[src/rtl/ldtu_out_fifo.sv]
// Output word buffer between the LDTU control unit and the serializer.
// Registered read port, advisory almost-full flag, sticky overflow/underflow for slow control.
module ldtu_out_fifo #(
    parameter int          Nbits_32    = 32,
    parameter int          FifoDepth   = 16,
    parameter int          bits_ptr    = 4,
    parameter int          FULL_MARGIN = 2,
    parameter logic [31:0] IDLE_WORD   = 32'hEAAA_AAAA
) (
    input  logic                CLK,
    input  logic                rst_b,
    input  logic                write_signal,
    input  logic [Nbits_32-1:0] DATA_from_CU,
    input  logic                read_signal,
    output logic                full,
    output logic [Nbits_32-1:0] DATA_out,
    output logic                data_valid,
    output logic [bits_ptr:0]   occupancy,
    output logic                overflow,
    output logic                underflow
);

    localparam logic [bits_ptr:0] DEPTH_C   = (bits_ptr+1)'(FifoDepth);
    localparam logic [bits_ptr:0] FULL_TH_C = (bits_ptr+1)'(FifoDepth - FULL_MARGIN);

    logic [Nbits_32-1:0] mem [FifoDepth];
    logic [bits_ptr-1:0] wr_ptr;
    logic [bits_ptr-1:0] rd_ptr;
    logic                rd_acc;
    logic                wr_acc;
    logic [bits_ptr:0]   occ_next;

    // Strobe semantics: each cycle with write_signal=1 offers one word, stored unless the
    // buffer is truly full (a same-cycle read frees the slot); each cycle with read_signal=1
    // produces one word on DATA_out one edge later, with data_valid=0 and IDLE_WORD when empty.
    always_comb begin
        rd_acc   = read_signal && (occupancy != '0);
        wr_acc   = write_signal && ((occupancy != DEPTH_C) || rd_acc);
        occ_next = occupancy + (bits_ptr+1)'(wr_acc) - (bits_ptr+1)'(rd_acc);
    end

    // Storage is not reset; writes presented during reset are ignored.
    always_ff @(posedge CLK) begin
        if (rst_b && wr_acc) begin
            mem[wr_ptr] <= DATA_from_CU;
        end
    end

    always_ff @(posedge CLK) begin
        if (!rst_b) begin
            wr_ptr     <= '0;
            rd_ptr     <= '0;
            occupancy  <= '0;
            full       <= 1'b0;
            DATA_out   <= IDLE_WORD[Nbits_32-1:0];
            data_valid <= 1'b0;
            overflow   <= 1'b0;
            underflow  <= 1'b0;
        end else begin
            if (wr_acc) begin
                wr_ptr <= wr_ptr + 1'b1;
            end
            if (rd_acc) begin
                rd_ptr     <= rd_ptr + 1'b1;
                DATA_out   <= mem[rd_ptr];
                data_valid <= 1'b1;
            end else if (read_signal) begin
                DATA_out   <= IDLE_WORD[Nbits_32-1:0];
                data_valid <= 1'b0;
                underflow  <= 1'b1;
            end
            if (write_signal && !wr_acc) begin
                overflow <= 1'b1;
            end
            occupancy <= occ_next;
            full      <= (occ_next >= FULL_TH_C);
        end
    end

endmodule
[config.mk]
export PLATFORM = sky130hd
export DESIGN_NAME = ldtu_out_fifo
export DESIGN_NICKNAME = d
export VERILOG_FILES = /design/src/rtl/ldtu_out_fifo.sv
export SDC_FILE = /design/constraint.sdc
export NUM_CORES = 1
export LEC_CHECK = 0
export ABC_CLOCK_PERIOD_IN_PS = 6100
export CAP_MARGIN = 20
export CORE_UTILIZATION = 45
export CTS_BUF_LIST = sky130_fd_sc_hd__clkbuf_8 sky130_fd_sc_hd__clkbuf_16
export CTS_CLUSTER_DIAMETER = 150
export DETAILED_ROUTE_END_ITERATION = 12
export GPL_TIMING_DRIVEN = 0
export RECOVER_POWER = 50
export SLEW_MARGIN = 5
export SYNTH_ARGS = -nofsm -noshare
export SYNTH_HDL_FRONTEND = slang
export SYNTH_SLANG_ARGS = --single-unit
[constraint.sdc]
create_clock -name CLK -period 6.1 [get_ports CLK]
set_input_delay 0.61 -clock CLK [delete_from_list [all_inputs] [get_ports CLK]]
set_output_delay 0.61 -clock CLK [all_outputs]
set_load 0.005 [all_outputs]
# --- After elaboration in Yosys (flattened, before gate mapping) ---
# Memories as Yosys holds them, arrays and structs flattened. A register that Yosys moved wholly into a read port is not among the register bits.
# Cells that the tools add are included.
word_totals:
  ram_bits: 512
  mem_count: 1
  elab_cells: 33
  inputBits: 36
  ff_bits: 49
op_classes:
  n_reduce_logical: 9
  n_eq_ne: 1
  mux: 8
  magnitude_cmp: 1
  bitwise: 1
  n_addsub: 4
mem_list:
  columns: ["memory", "depth", "word_bits", "rd", "rd_ports_with_merged_regs", "write_ports", "line", "text"]
  rows:
  - ["mem", 16, 32, 1, 1, 1, "26", "logic [Nbits_32-1:0] mem [FifoDepth];"]
op_table:
  columns: ["cell", "count"]
  rows:
  - ["two-way mux 32 bit", 2]
  - ["adder 4 x 1 -> 4 bit (second input constant)", 2]
  - ["two-way mux 4 bit", 2]
  - ["adder 5 x 1 -> 5 bit", 1]
  - [">= comparator 5 x 4 -> 1 bit (second input constant)", 1]
  - ["inequality test 5 bit (second input constant)", 1]
  - ["nonzero test 5 bit", 1]
  - ["subtractor 5 x 1 -> 5 bit", 1]
  - ["logical AND 1 bit", 4]
  - ["two-way mux 1 bit", 4]
  - ["AND reduction 2 bit", 1]
  - ["nonzero test 2 bit", 1]
  - ["logical NOT 1 bit", 1]
  - ["logical OR 1 bit", 1]
  - ["inverter 1 bit", 1]

# --- Longest topological paths before layout ---
logic_depth:
  word_depth: 7
  ltp_mapped: 12
  depth_no_buf: 12

# --- Worst setup path after synthesis ---
# Ideal clock, no wire load.
synth_timing:
  path_kind: "input-to-reg"
  from: "input read_signal"
  to: "memory mem[12][0] (enable)"
  setup_time_ns: 0.421
  t_arrival_ns: 2.773
  path_slack_ns: 2.906
  path_stages: 5
  path_cell_list: "clkbuf_1 > nand2b_1 > o21a_1 > nand2_1 > nor2_1"
synth_between:
  elab_chain_cells: 6
synth_lines:
  columns: ["item", "line", "text"]
  rows:
  - ["start: declaration", "14", "input logic read_signal,"]
  - ["logical AND 1 bit", "37", "rd_acc = read_signal && (occupancy != '0);"]
  - ["logical OR 1 bit", "38", "wr_acc = write_signal && ((occupancy != DEPTH_C) || rd_acc);"]
  - ["logical AND 1 bit", "38", null]
  - ["logical AND 1 bit", "44", "if (rst_b && wr_acc) begin"]
  - ["two-way mux 1 bit", "44", null]
  - ["two-way mux 1 bit (implied by the code)", "45", "mem[wr_ptr] <= DATA_from_CU;"]
  - ["end: declaration", "26", null]
# Every way passes these cells.

# --- Worst setup path after layout ---
layout_timing:
  from: "input read_signal"
  to: "register full"
layout_between:
  elab_chain_cells: 6
layout_lines:
  columns: ["item", "line", "text"]
  rows:
  - ["logical AND 1 bit (*)", "37", null]
  - ["logical OR 1 bit", "38", null]
  - ["logical AND 1 bit", "38", null]
  - ["adder 5 x 1 -> 5 bit", "39", "occ_next = occupancy + (bits_ptr+1)'(wr_acc) - (bits_ptr+1)'(rd_acc);"]
  - ["subtractor 5 x 1 -> 5 bit (*)", "39", null]
  - [">= comparator 5 x 4 -> 1 bit (*)", "76", "full <= (occ_next >= FULL_TH_C);"]
  - ["end signal: assignment", "76", null]
  - ["end: declaration", "15", "output logic full,"]
# Every way passes the cells marked *; elsewhere a longest branch is shown, timed or not.
# A chain may end at the register's enable or synchronous reset.

==> metrics.md <==
| Metric | Value |
|---|---|
| Register area share after synthesis | about three quarters |
| Std cell rows | 80 |
| Setup TNS | 0 ns |
| Final Skew | about 0.016 ns |
| Reg2reg start | occupancy[2]$_SDFF_PN0_ |
| Initial Util | between 40% and 50% |
| CP max stage delay | about 0.63 ns |
| Period utilization | around half |
| Worst setup path category | input port to flop |
| WL per Instance | 26.53 um |
| Number of global-route vias before repair | between 10000 and 15000 |
| Post-detail-place hpwl | ~32000 um |
| Leakage | between 7 and 8 nW |
| Synth Instances | 1088 |
| Cts hold-fix bufs | 0 |
| Final setup margin | 3.121 ns |
| CP startpoint | read_signal |
| Routed Antenna Nets | 0 |
| Required @ worst endpoint | about 6.6 ns |
| Multi-input logic area | roughly 5000 um2 |
| H-tree levels | 2 |
| Fillers | about 3700 |
| PortBufs | between 70 and 80 |
| Commonest non-fill, non-tap cell in the layout | edfxtp_1 |
| I/O pin cnt | slightly below 80 |
| Syn_nets | 1135 |
| Clock sink total | between 500 and 600 |
| Die span in y | about 220 um |
| Worst Hold Class | flop to flop |
| Area grow syn2layout | 17.36% |
| Later-pin clock latency in the skew report | around 0.60 ns |
| Pint | between 0.006 and 0.007 W |
| R2R Path End | full$_SDFF_PN0_ |
| Status | complete, no violations |
| Synthesized area per cell | roughly 20 um2 |
| Max Freq | approximately 340 MHz |
| #FFs+latches synth | roughly 570 |
| DRC | 0 |
| Core area | between 40000 and 50000 um2 |
| Post-CTS resize count | 0 |
| Initial antenna violation count | 2 |
| Fin area | roughly 26000 um2 |
| CP endpoint kind | flop |
| Crit path cell chain | clkbuf_1, clkbuf_1, nand2_1, nand2_1, nand2_1, ha_1, fa_1, a21oi_1, o21bai_1, xnor2_1, o22ai_1 |
| RSZ-0062 raised after global routing | no |
| Final Non-Filler Cells | between 1500 and 2000 |
| Via count | 10950 |
| Final Hold Vio Count | 0 |
| Slew margin rel. | 29.61% |
| # Post-CTS Setup Buffers | 0 |
| FF-to-FF path depth | 12 |
| Critical Path Start Type | input port |
| R2r setup slk | 3.17 ns |
| Least-Margin Pin Slew | ~1.1 ns |
| Clock power frac | 34.6% |
| Max Slew Vio Count | 0 |
| Worst Path Arrival | between 3 and 4 ns |
| PwrDens | around 360 nW/um2 |
| TritonCTS Buffers | 56 |
| Max clock buf depth | 3 |
| Gr ovfl total | 0 |
| Logic gate share of total power | between 10% and 20% |
| Die area | just under 50000 um2 |
| Psw | around 0.0024 W |
| CP max FO | 10 |
| Worst path most repeated cell | nand2_1 |
| Worst vdd ir | approximately 0.21 mV |
| Clock root buffer master | clkbuf_16 |
| CP Capture Point | full$_SDFF_PN0_ |
| Layout cells sized above 1 | between 20% and 30% |
| Critical path's slowest cell | clkbuf_1 |
| Die X | about 220 um |
| # Max-Cap Violations | 0 |
| Sw Ratio | between 20% and 30% |
| Synth warnings | 0 |
| Placed cell areas | about 24000 um2 |
| Pre-CTS setup slack | roughly 2.5 ns |
| Mapped Area | 21750 um2 |
| Largest net degree at the start of global routing | 21 |
| Cell variety after synth | 48 |
| Gr usage total | 20.95% |
| Placed cells | approximately 1800 |
| RePlAce Congestion | 0.7623 |
| Sequential Power Share | between 40% and 50% |
| CTS tree | built |
| DRT Wirelength | 50420 um |
| Final min period | ~3 ns |
| Number of nets in the layout | 1285 |
| Reg area | roughly 16000 um2 |
| Iteration-0 DRC count of the detailed router | 953 |
| Commonest non-fill, non-tap cells in the layout | edfxtp_1 (512), mux4_2 (94), dlygate4sd3_1 (65) |
| Clock slew at reported path FFs | approximately 0.060 ns |
| Via density | between 5 and 6 |
| DRT Pass-1 Iters | 5 |
| # setup viols final | 0 |
| First-pass GRT wire length | about 74000 um |
==> Yosys cell counts (all sizes together) <==
cell | instances | area [um2]
xor2 | 6 | 52.55
inv | 6 | 22.52
nand3 | 5 | 30.03
o211ai | 2 | 15.01
nand3b | 2 | 15.01
or3b | 1 | 8.760
o22ai | 1 | 6.260
a2111oi | 17 | 230.2
nand2 | 10 | 45.04
mux2 | 32 | 360.4
nor2b | 31 | 193.9
nor2 | 48 | 180.2
or2 | 1 | 6.260
and2b | 3 | 22.52
or4b | 1 | 13.76
o31a | 17 | 148.9
o21a | 1 | 7.510
a21o | 1 | 7.510
dfxtp | 53 | 1061
mux2i | 35 | 350.3
a22oi | 30 | 225.2
xnor2 | 4 | 35.03
fa | 1 | 20.02
nor3 | 1 | 10.01
and3 | 2 | 12.51
buf | 41 | 352.8
nor4b | 1 | 15.01
o21bai | 1 | 7.510
clkbuf | 21 | 78.83
edfxtp | 512 | 15370
o21ai | 33 | 165.2
nand2b | 3 | 18.77
mux4 | 94 | 2117
or3 | 18 | 112.6
a211oi | 34 | 255.2
and2 | 3 | 18.77
a21oi | 6 | 30.03
ha | 10 | 125.1
==> worst max-delay path, delay by kind of cell <==
kind	cells	cell delay, ns
buffers and inverters	2	1.15
adder cells (fa/ha/maj)	2	0.66
AND/OR/NAND/NOR	3	0.48
AO/OA/AOI/OAI	3	0.35
XOR/XNOR	1	0.21
==> per-stage QoR <==
stage / hold slack (ns) / utilization [%] / total power, W
global placement: 0.4624 / 48.72 / 0.006179
finish: 0.4899 / 53.47 / 0.009313
global route: 0.5058 / 53.47 / 0.009637
floorplan: 0.4604 / - / 0.005571
CTS: 0.3625 / 53.46 / 0.009421
detailed placement: 0.4791 / 49.87 / 0.006224
==> kinds of logic after synthesis <==
| logic type | after synthesis | synth area share, % |
|---|---|---|
| xor+xnor | 10 | 0.4026 |
| flops | 565 | 75.56 |
| compound gates | 143 | 5.050 |
| simple gates | 130 | 3.233 |
| mux | 161 | 13.00 |
| fa+ha+maj | 11 | 0.6672 |
| buf+inv | 68 | 2.088 |
==> final cells by class <==
type | count | area share (%)
clock buffer | 61 | 5.803
multi-input combinational | 455 | 19.52
timing repair buffer | 92 | 4.578
tap | 615 | 3.014
inverter | 6 | 0.08822
antenna | 1 | 0.009802
sequential | 565 | 64.38
buffer | 62 | 1.686
clock inverter | 43 | 0.9214
==> power groups by stage <==
stage / Clock (W) / Sequential (W) / Combinational [W]
2_1_floorplan: 0 / 0.00450 / 0.00107
3_3_place_gp: 0 / 0.00452 / 0.00165
3_5_place_dp: 0 / 0.00452 / 0.00170
4_1_cts: 0.00327 / 0.00444 / 0.00170
5_1_grt: 0.00341 / 0.00445 / 0.00178
6_report: 0.00322 / 0.00444 / 0.00166
==> layer usage <==
layer / global-route usage (%) / up-vias / routed length (um)
met5: 0 / - / 0
met4: 6.429 / 0 / 1115
met3: 3.141 / 74 / 2562
met2: 31.96 / 324 / 23340
met1: 31.27 / 5800 / 23400
li1: - / 4750 / -
==> worst min path at each step <==
stage / cells after the start / start / slack, ns / endpoint
after floorplan: 2 / overflow$_SDFFE_PN0P_ / 0.46 / overflow$_SDFFE_PN0P_
after global placement: 2 / underflow$_SDFFE_PN0P_ / 0.46 / underflow$_SDFFE_PN0P_
after detailed placement: 2 / underflow$_SDFFE_PN0P_ / 0.48 / underflow$_SDFFE_PN0P_
after CTS: 3 / rst_b / 0.36 / data_valid$_SDFFE_PN0P_
after global routing: 2 / underflow$_SDFFE_PN0P_ / 0.51 / underflow$_SDFFE_PN0P_
final: 2 / underflow$_SDFFE_PN0P_ / 0.49 / underflow$_SDFFE_PN0P_
==> state kept, by name (all words and copies together) (netlist names), named ones only <==
register,count
overflow,1
rd_ptr,4
DATA_out,32
mem,512
wr_ptr,4
occupancy,5
full,1
data_valid,1
underflow,1
No activity file was read; power rests on OpenSTA's default activity.
